## config.mk

```make
export PLATFORM = sky130hd
export DESIGN_NAME = rst_req_gen
export DESIGN_NICKNAME = d
export VERILOG_FILES = /design/src/rtl/rst_req_pkg.sv /design/src/rtl/sync_2ff.sv /design/src/rtl/rst_req_gen.sv
export SDC_FILE = /design/constraint.sdc
export NUM_CORES = 1
export LEC_CHECK = 0
export CAP_MARGIN = 20
export CORE_AREA = 2 2 42 44
export CTS_CLUSTER_DIAMETER = 200
export CTS_CLUSTER_SIZE = 20
export DETAILED_ROUTE_END_ITERATION = 6
export DIE_AREA = 0 0 44 46
export GPL_TIMING_DRIVEN = 1
export PLACE_DENSITY_LB_ADDON = 0.15
export SYNTH_ARGS = -nofsm -noshare
export SYNTH_HDL_FRONTEND = slang
export SYNTH_HIERARCHICAL = 1
export SYNTH_SLANG_ARGS = --single-unit
```

## constraint.sdc

```tcl
create_clock -name clk -period 1.9 [get_ports clk]
set_input_delay 0.38 -clock clk [delete_from_list [all_inputs] [get_ports clk]]
set_output_delay 0.38 -clock clk [all_outputs]
set_load 0.03 [all_outputs]
```

## src/rtl/rst_req_pkg.sv

```systemverilog
// rtl/rst_req_pkg.sv - shared types and default timing for the reset request generator
package rst_req_pkg;

  typedef enum logic [2:0] {
    ST_IDLE     = 3'd0,
    ST_DEBOUNCE = 3'd1,
    ST_ASSERT   = 3'd2,
    ST_WAIT_REL = 3'd3,
    ST_COOLDOWN = 3'd4
  } state_t;

  typedef enum logic [1:0] {
    CAUSE_POR = 2'b00,
    CAUSE_BTN = 2'b01,
    CAUSE_SW  = 2'b10
  } cause_t;

  localparam int DEF_DEBOUNCE_CYCLES = 8;
  localparam int DEF_HOLD_CYCLES     = 16;
  localparam int DEF_COOLDOWN_CYCLES = 4;

  function automatic int max3(input int a, input int b, input int c);
    int m;
    m = (a > b) ? a : b;
    return (m > c) ? m : c;
  endfunction

endpackage

```

## src/rtl/sync_2ff.sv

```systemverilog
// rtl/sync_2ff.sv - two-flop synchronizer, resets to 1 so an idle active-low input reads released
module sync_2ff (
  input  logic clk,
  input  logic rst,
  input  logic d,
  output logic q
);

  logic meta;

  always_ff @(posedge clk or negedge rst) begin
    if (!rst) begin
      meta <= 1'b1;
      q    <= 1'b1;
    end else begin
      meta <= d;
      q    <= meta;
    end
  end

endmodule

```

## src/rtl/rst_req_gen.sv

```systemverilog
// rtl/rst_req_gen.sv - debounced button / software reset request FSM producing a stretched system reset
module rst_req_gen
  import rst_req_pkg::*;
#(
  parameter int DEBOUNCE_CYCLES = DEF_DEBOUNCE_CYCLES,
  parameter int HOLD_CYCLES     = DEF_HOLD_CYCLES,
  parameter int COOLDOWN_CYCLES = DEF_COOLDOWN_CYCLES
) (
  input  logic       clk,
  input  logic       rst,
  input  logic       btn_n,
  input  logic       sw_req,
  output logic       sys_rst_n,
  output logic       busy,
  output logic [1:0] cause
);

  localparam int CW = $clog2(max3(DEBOUNCE_CYCLES, HOLD_CYCLES, COOLDOWN_CYCLES)) + 1;
  localparam logic [CW-1:0] DB_LAST   = CW'(DEBOUNCE_CYCLES - 1);
  localparam logic [CW-1:0] HOLD_LAST = CW'(HOLD_CYCLES - 1);
  localparam logic [CW-1:0] CD_LAST   = CW'(COOLDOWN_CYCLES - 1);
  localparam logic [CW-1:0] CNT_MAX   = '1;

  state_t        state, next_state;
  cause_t        cause_q, next_cause;
  logic [CW-1:0] cnt;
  logic          btn_s;

  sync_2ff u_sync (
    .clk (clk),
    .rst (rst),
    .d   (btn_n),
    .q   (btn_s)
  );

  always_comb begin
    next_state = state;
    next_cause = cause_q;
    case (state)
      ST_IDLE: begin
        if (sw_req) begin
          next_state = ST_ASSERT;
          next_cause = CAUSE_SW;
        end else if (!btn_s) begin
          next_state = ST_DEBOUNCE;
        end
      end
      ST_DEBOUNCE: begin
        // Software request wins over both glitch rejection and an unfinished debounce.
        if (sw_req) begin
          next_state = ST_ASSERT;
          next_cause = CAUSE_SW;
        end else if (btn_s) begin
          next_state = ST_IDLE;
        end else if (cnt == DB_LAST) begin
          next_state = ST_ASSERT;
          next_cause = CAUSE_BTN;
        end
      end
      ST_ASSERT: begin
        if (cnt == HOLD_LAST) next_state = btn_s ? ST_COOLDOWN : ST_WAIT_REL;
      end
      ST_WAIT_REL: begin
        if (btn_s) next_state = ST_COOLDOWN;
      end
      ST_COOLDOWN: begin
        if (cnt == CD_LAST) next_state = ST_IDLE;
      end
      default: next_state = ST_IDLE;
    endcase
  end

  // Outputs load from next_state so they change on the same edge as the state.
  always_ff @(posedge clk or negedge rst) begin
    if (!rst) begin
      state     <= ST_ASSERT;
      cnt       <= '0;
      sys_rst_n <= 1'b0;
      busy      <= 1'b1;
      cause_q   <= CAUSE_POR;
    end else begin
      state     <= next_state;
      cnt       <= (next_state != state) ? '0 :
                   (cnt == CNT_MAX)      ? cnt : cnt + CW'(1);
      sys_rst_n <= !((next_state == ST_ASSERT) || (next_state == ST_WAIT_REL));
      busy      <= (next_state != ST_IDLE);
      cause_q   <= next_cause;
    end
  end

  assign cause = cause_q;

endmodule

```

==> metrics.cfg, run 1 <==
[status]
outcome = completed

[yosys]
syn_nets = 68
syn_avg_cell_area_sq_um = 11.08
synth_seq_cells = 14
yosysWarnings = 6
yosys-top-cells-count = dfrtp_1 (10), nor3_1 (8), dfstp_2 (4), inv_1 (4), nor2_1 (4)
yosysMostFrequentCell = dfrtp_1
synth_top_area_frac = 0.3704
yosysTopAreaCell = dfrtp_1
synth-main-ff-cell = dfrtp_1
ys_types = 26
synth-edff-count = 0
synthCells = 61
synthTopCellsByArea = dfrtp_1 (37%), dfstp_2 (16%), nor3_1 (5.9%), ha_1 (5.6%), xor2_1 (2.6%)
syn_area_sq_um = 675.6
ys_seq_area_frac = 0.5259
synthArstFlopShare = 1.000

[clock_network]
clock_path_buffers = 2
insertion_delay_ns = 0.28
cts_tree = done
clkTransAtPathRegs_ns = 0.09
cts_made_buffers = 3
clkSinkCount = 14
cts_root_buffer = clkbuf_4
hold_buffers = 0
cts_htree_levels = 1

[setup_path]
path_cells = clkdlybuf4s50_1
cp.buffers_inverters = 1
cp-start-kind = register
worstPathArrival_ns = 1.45
worstPathMaxFanout = 1
r2r-start = cnt[1]$_DFFE_PN0P_
slowest_stage = clkdlybuf4s50_1
worstPathRequired_ns = 1.52
end_kind = output pin
max_stage_delay_ns = 0.66
crit_type = register to output pin
reg2reg_to = busy$_DFF_PN1_
cp.depth = 1
reg2reg_setup_slack_ns = 0.09
crit_family = buffers and inverters
reg2reg_depth = 8

[place]
dpl.cell_count = 92
hpwl_mm = 1.053
port_buffers = 7
pre_cts_slack_ns = -0.07663
routabilityCongestion = 0.7786

[cells_and_area]
nFillCells = 140
drive_gt1_frac = 0.3580
diodes = 0
final_nets = 89
finalNonFillerCells = 98
synthToLayoutAreaGrowth_pct = 35.93

[timing]
fin_ws_ns = 0.07292
max_freq_mhz = 547.3
hold_viol_final = 0
max_slew_margin = 0.5860
rsz0062_at_grt = false
hold_ws_ns = 0.3654
fin_crit_ns = 1.827
setup_viol = 0
worstMarginPinSlew_ns = 0.6191
min_period_over_period = 0.9616
fin_skew_ns = 0.004869
drv_slew = 0

[floorplan]
die_area_sq_um = 2024
placement_rows = 15
core_sq_um = 1614
die_height_um = 46
ios = 8
die_w_um = 44
start_util = 0.4186

[pwr]
intPower_mw = 0.7605
peakVddDrop_uv = 537.0
pwr-share-comb = 0.426
p_leak_nw = 0.4265
clkPwrFrac = 0.182
power_density_nw_per_um2 = 1271
sw_frac_of_total = 0.3484
switchingPower_mw = 0.4066
p_seq_frac = 0.392
fin_total_pwr_mw = 1.167

[hold_path]
holdPathStages = 0
hold_path_end = u_sync/q$_DFF_PN1_
hold_start = u_sync/meta$_DFF_PN1_
min_path_type = register to register

[routing]
antenna_left = 0
vias = 536
dr.first_iter.drc_count = 2
wl_per_cell_um = 14.56
drc_errors = 0
wirelength_mm = 1.427
vias_per_cell = 5.469
dr.pass1.iters = 4

[grt]
grt_usage = 0.1762
grt_max_degree = 15
antenna_found_initial = 0
grt_pass1_wl_mm = 2.477
grt_pass1_vias = 555
overflow = 0

[flow_run]
cap_violations = 0

cell type report:
cell class,instances,area (sq um),area share
timing repair buffer,16,137.6,0.1499
sequential,14,355.3,0.3869
tap,17,21.27,0.02316
multi-input combinational,43,352.8,0.3842
inverter,4,15.01,0.01635
clock buffer,4,36.28,0.03951
power by group through the flow:
| stage | sequential [mW] | clock (mW) | combinational (mW) |
|---|---|---|---|
| after floorplan | 0.484 | 0 | 0.219 |
| after global placement | 0.454 | 0 | 0.422 |
| after detailed placement | 0.456 | 0 | 0.428 |
| after CTS | 0.454 | 0.221 | 0.472 |
| after global routing | 0.471 | 0.234 | 0.550 |
| final | 0.457 | 0.213 | 0.497 |
how the worst max path moves through the flow:
stage                             from            endpoint  slack (ns)
floorplan           cnt[0]$_DFFE_PN0P_      busy$_DFF_PN1_        0.08
global placement    cnt[0]$_DFFE_PN0P_  cnt[1]$_DFFE_PN0P_       -0.02
global route        cnt[1]$_DFFE_PN0P_      busy$_DFF_PN1_       0.002
detailed placement  cnt[0]$_DFFE_PN0P_  cnt[3]$_DFFE_PN0P_       -0.08
finish                  busy$_DFF_PN1_                busy        0.07
CTS                 cnt[0]$_DFFE_PN0P_      busy$_DFF_PN1_        0.02
per-stage QoR:
stage          utilization  setup TNS (ns)  cell area, sq um
2_1_floorplan            -               0             675.6
3_3_place_gp        0.5078        -0.01589             819.5
3_5_place_dp        0.5078         -0.2866             819.5
4_1_cts             0.5496               0             887.1
5_1_grt             0.5690               0             918.4
6_report            0.5690               0             918.4
layer usage:
metal  vias up  share of wire  global-route usage  wire length (um)
li1        258              -                   -                 -
met4         0          0.019              0.1091                27
met5         -              0                   0                 0
met1       266           0.45              0.2200               649
met2         8           0.50              0.2794               709
met3         4          0.028             0.03571                40
worst register-to-register path, cell delays in order, from the launching register on:
cell     delay, ns
dfrtp_1       0.40
ha_2          0.19
and3_4        0.16
ha_4          0.15
buf_4         0.13
nor3b_2       0.16
nor2_1        0.05
o21a_1        0.11
or3b_1        0.37
flip-flops by register name, summed over array words and instances (netlist names):
register and cells:
cnt 5, state 3, cause 2, busy 1
sys_rst_n 1, u_sync/meta 1, u_sync/q 1
cells in the final DEF (no fill, tap or decap):
master	count
o22a_1	1
nor4b_2	1
clkbuf_4	3
nand2_1	2
nand4b_1	1
nor2_1	4
dfrtp_1	10
o22ai_1	1
buf_4	9
nor3_2	2
or2_2	2
nor2b_1	1
o22ai_2	1
inv_1	4
nor2b_4	1
clkdlybuf4s50_1	7
a21oi_1	3
and4bb_1	1
dfstp_2	4
xor2_1	2
ha_2	1
or3b_1	1
mux2i_1	1
ha_4	1
nor3_1	6
o211ai_1	1
clkbuf_8	1
a2bb2oi_2	1
o21a_1	1
and3_4	1
xnor2_1	1
o21ai_0	2
ha_1	1
nor3b_2	1
a21o_1	1
cell families (layout without fill, tap and decap cells):
kind of cell	after synthesis	count (layout)	synth area share
AND/OR/NAND/NOR	24	24	0.2185
multiplexers	1	1	0.01482
adder cells (fa/ha/maj)	3	3	0.05556
XOR/XNOR	3	3	0.03890
flip-flops	14	14	0.5259
buffers and inverters	4	24	0.02222
AO/OA/AOI/OAI	12	12	0.1241
timing repair:
action,4_1_cts,5_1_grt
pin swaps,4,5
setup buffers,1,1
gates resized for setup,6,4
cloned,0,0
setup endpoints to repair,6,6
Power figures use the tool's default switching activity.
==> run 2: changes to the inputs <==
--- a/config.mk
+++ b/config.mk
@@ -6,11 +6,11 @@
 export NUM_CORES = 1
 export LEC_CHECK = 0
 export CAP_MARGIN = 20
-export CORE_AREA = 2 2 42 44
+export CORE_AREA = 2 2 39 41
 export CTS_CLUSTER_DIAMETER = 200
 export CTS_CLUSTER_SIZE = 20
 export DETAILED_ROUTE_END_ITERATION = 6
-export DIE_AREA = 0 0 44 46
+export DIE_AREA = 0 0 41 43
 export GPL_TIMING_DRIVEN = 1
 export PLACE_DENSITY_LB_ADDON = 0.15
 export SYNTH_ARGS = -nofsm -noshare
==> constraint.sdc (replaced) <==
create_clock -name clk -period 2.3 [get_ports clk]
set_input_delay 0.46 -clock clk [delete_from_list [all_inputs] [get_ports clk]]
set_output_delay 0.46 -clock clk [all_outputs]
set_load 0.03 [all_outputs]
==> metrics.cfg, run 2 (same netlist as run 1, synthesis figures left out) <==
[status]
outcome = completed

[hold_path]
holdPathStages = 0
hold_path_end = u_sync/q$_DFF_PN1_
min_path_type = register to register
hold_start = u_sync/meta$_DFF_PN1_

[pwr]
pwr-share-comb = 0.342
switchingPower_mw = 0.2776
p_seq_frac = 0.492
peakVddDrop_uv = 451.0
sw_frac_of_total = 0.3530
intPower_mw = 0.5088
clkPwrFrac = 0.166
p_leak_nw = 0.3577
power_density_nw_per_um2 = 997.7

[setup_path]
crit_type = register to register
reg2reg_to = cnt[4]$_DFFE_PN0P_
worstPathArrival_ns = 2.19
path_cells = ha_1 > and3_2 > ha_1 > o211ai_1 > nor2b_1 > o22ai_1 > nor3_1
r2r-start = cnt[0]$_DFFE_PN0P_
slowest_stage = dfrtp_1
max_stage_delay_ns = 0.41
cp.depth = 7
reg2reg_depth = 7
reg2reg_setup_slack_ns = 0.29
end_kind = register
cp-start-kind = register
crit_family = simple AND/OR/NAND/NOR gates
worstPathRequired_ns = 2.48
cp.buffers_inverters = 0
cp_common_cell = ha_1
worstPathMaxFanout = 5

[grt]
grt_max_degree = 15
grt_usage = 0.1558
grt_pass1_vias = 442
grt_pass1_wl_mm = 1.766
overflow = 0
antenna_found_initial = 0

[cells_and_area]
top_register = cnt
largest_reg_flops = 5
multiInputGateArea_sq_um = 305.3
nFillCells = 117
seq_area_sq_um = 355.3
synthToLayoutAreaGrowth_pct = 16.67
diodes = 0
design_area_sq_um = 788.3
drive_gt1_frac = 0.1690
final_common_cell = dfrtp_1
layout_common_cells = dfrtp_1 (10), nor3_1 (8), clkdlybuf4s50_1 (7)
final_nets = 80

[clock_network]
cts_resized = 0
clock_path_buffers = 2
cts_made_buffers = 3
cts_htree_levels = 1
hold_buffers = 0
cts_root_buffer = clkbuf_4
cts_tree = done
clkSinkCount = 14
cts_setup_buffers = 0
insertion_delay_ns = 0.27
clkTransAtPathRegs_ns = 0.07

[floorplan]
start_util = 0.4882
core_sq_um = 1384
die_w_um = 41
ios = 8
placement_rows = 14
die_height_um = 43
die_area_sq_um = 1763

[timing]
fin_tns_setup_ns = 0
worstMarginPinSlew_ns = 0.5926
setup_viol = 0
rsz0062_at_grt = false
max_freq_mhz = 498.1
min_period_over_period = 0.8729
fin_skew_ns = 0.005594
max_slew_margin = 0.6037
fin_ws_ns = 0.2923
hold_viol_final = 0
fin_crit_ns = 2.008
drv_slew = 0

[place]
hpwl_um = 821.4
routabilityCongestion = 0.7556
place_area_sq_um = 765.7
port_buffers = 7
pre_cts_slack_ns = 0.3039

[routing]
dr.pass1.iters = 4
wirelength_mm = 1.062
dr.first_iter.drc_count = 14
wl_per_cell_um = 12.21
vias = 472
vias_per_cell = 5.425
drc_errors = 0
antenna_left = 0

[flow_run]
cap_violations = 0

-- run 2: changes by cell type in the layout (fill, tap and decap cells not counted), moves of 2 or more --
| cell | previous run | this run |
|---|---|---|
| buf_4 | 9 | 0 |
| ha_1 | 1 | 3 |
| nor3_1 | 6 | 8 |
| nor3_2 | 2 | 0 |
-- run 2: area by class of cell --
cell class              count  share of cell area
multi-input cells          43              0.3873
well taps                  16             0.02540
clock buffers               3             0.02857
repair buffers              7             0.08889
flip-flops and latches     14              0.4508
inverters                   4             0.01905
-- run 2: through the flow --
stage | cells | util | hold slack (ns) | total power [mW]
finish | 87 | 0.5696 | 0.3618 | 0.7864
global placement | 84 | 0.5533 | 0.3479 | 0.6571
floorplan | 61 | - | 0.1644 | 0.5810
detailed placement | 84 | 0.5533 | 0.3546 | 0.6586
CTS | 87 | 0.5696 | 0.3656 | 0.7945
global route | 87 | 0.5696 | 0.3685 | 0.8520
-- run 2: how the worst max path moves through the flow --
stage | from | end | slack (ns)
6_report | cnt[0]$_DFFE_PN0P_ | cnt[4]$_DFFE_PN0P_ | 0.29
5_1_grt | cnt[0]$_DFFE_PN0P_ | cnt[4]$_DFFE_PN0P_ | 0.1
4_1_cts | cnt[0]$_DFFE_PN0P_ | cnt[4]$_DFFE_PN0P_ | 0.29
3_5_place_dp | cnt[0]$_DFFE_PN0P_ | cnt[4]$_DFFE_PN0P_ | 0.30
3_3_place_gp | cnt[0]$_DFFE_PN0P_ | cnt[4]$_DFFE_PN0P_ | 0.33
2_1_floorplan | cnt[0]$_DFFE_PN0P_ | busy$_DFF_PN1_ | 0.48
-- run 2: per-layer routing --
| layer | track usage | vias up | wire length (um) |
|---|---|---|---|
| met1 | 0.2289 | 218 | 479 |
| met4 | 0.1000 | 0 | 17 |
| met2 | 0.1938 | 10 | 513 |
| li1 | - | 241 | - |
| met5 | 0 | - | 0 |
| met3 | 0.04712 | 3 | 51 |
-- run 2: worst register-to-register path, delay by kind of cell (launching register included) --
kind                       cells  cell delay [ns]
AOI/OAI and AO/OA              2             0.37
and+or+nand+nor                3             0.70
adders and majority gates      2             0.44
DFF                            1             0.41
-- run 2: power groups by stage --
stage	logic [mW]	clock network (mW)	registers (mW)
floorplan	0.181	0	0.400
global placement	0.270	0	0.387
detailed placement	0.268	0	0.391
CTS	0.270	0.138	0.386
global route	0.305	0.150	0.397
finish	0.269	0.131	0.387
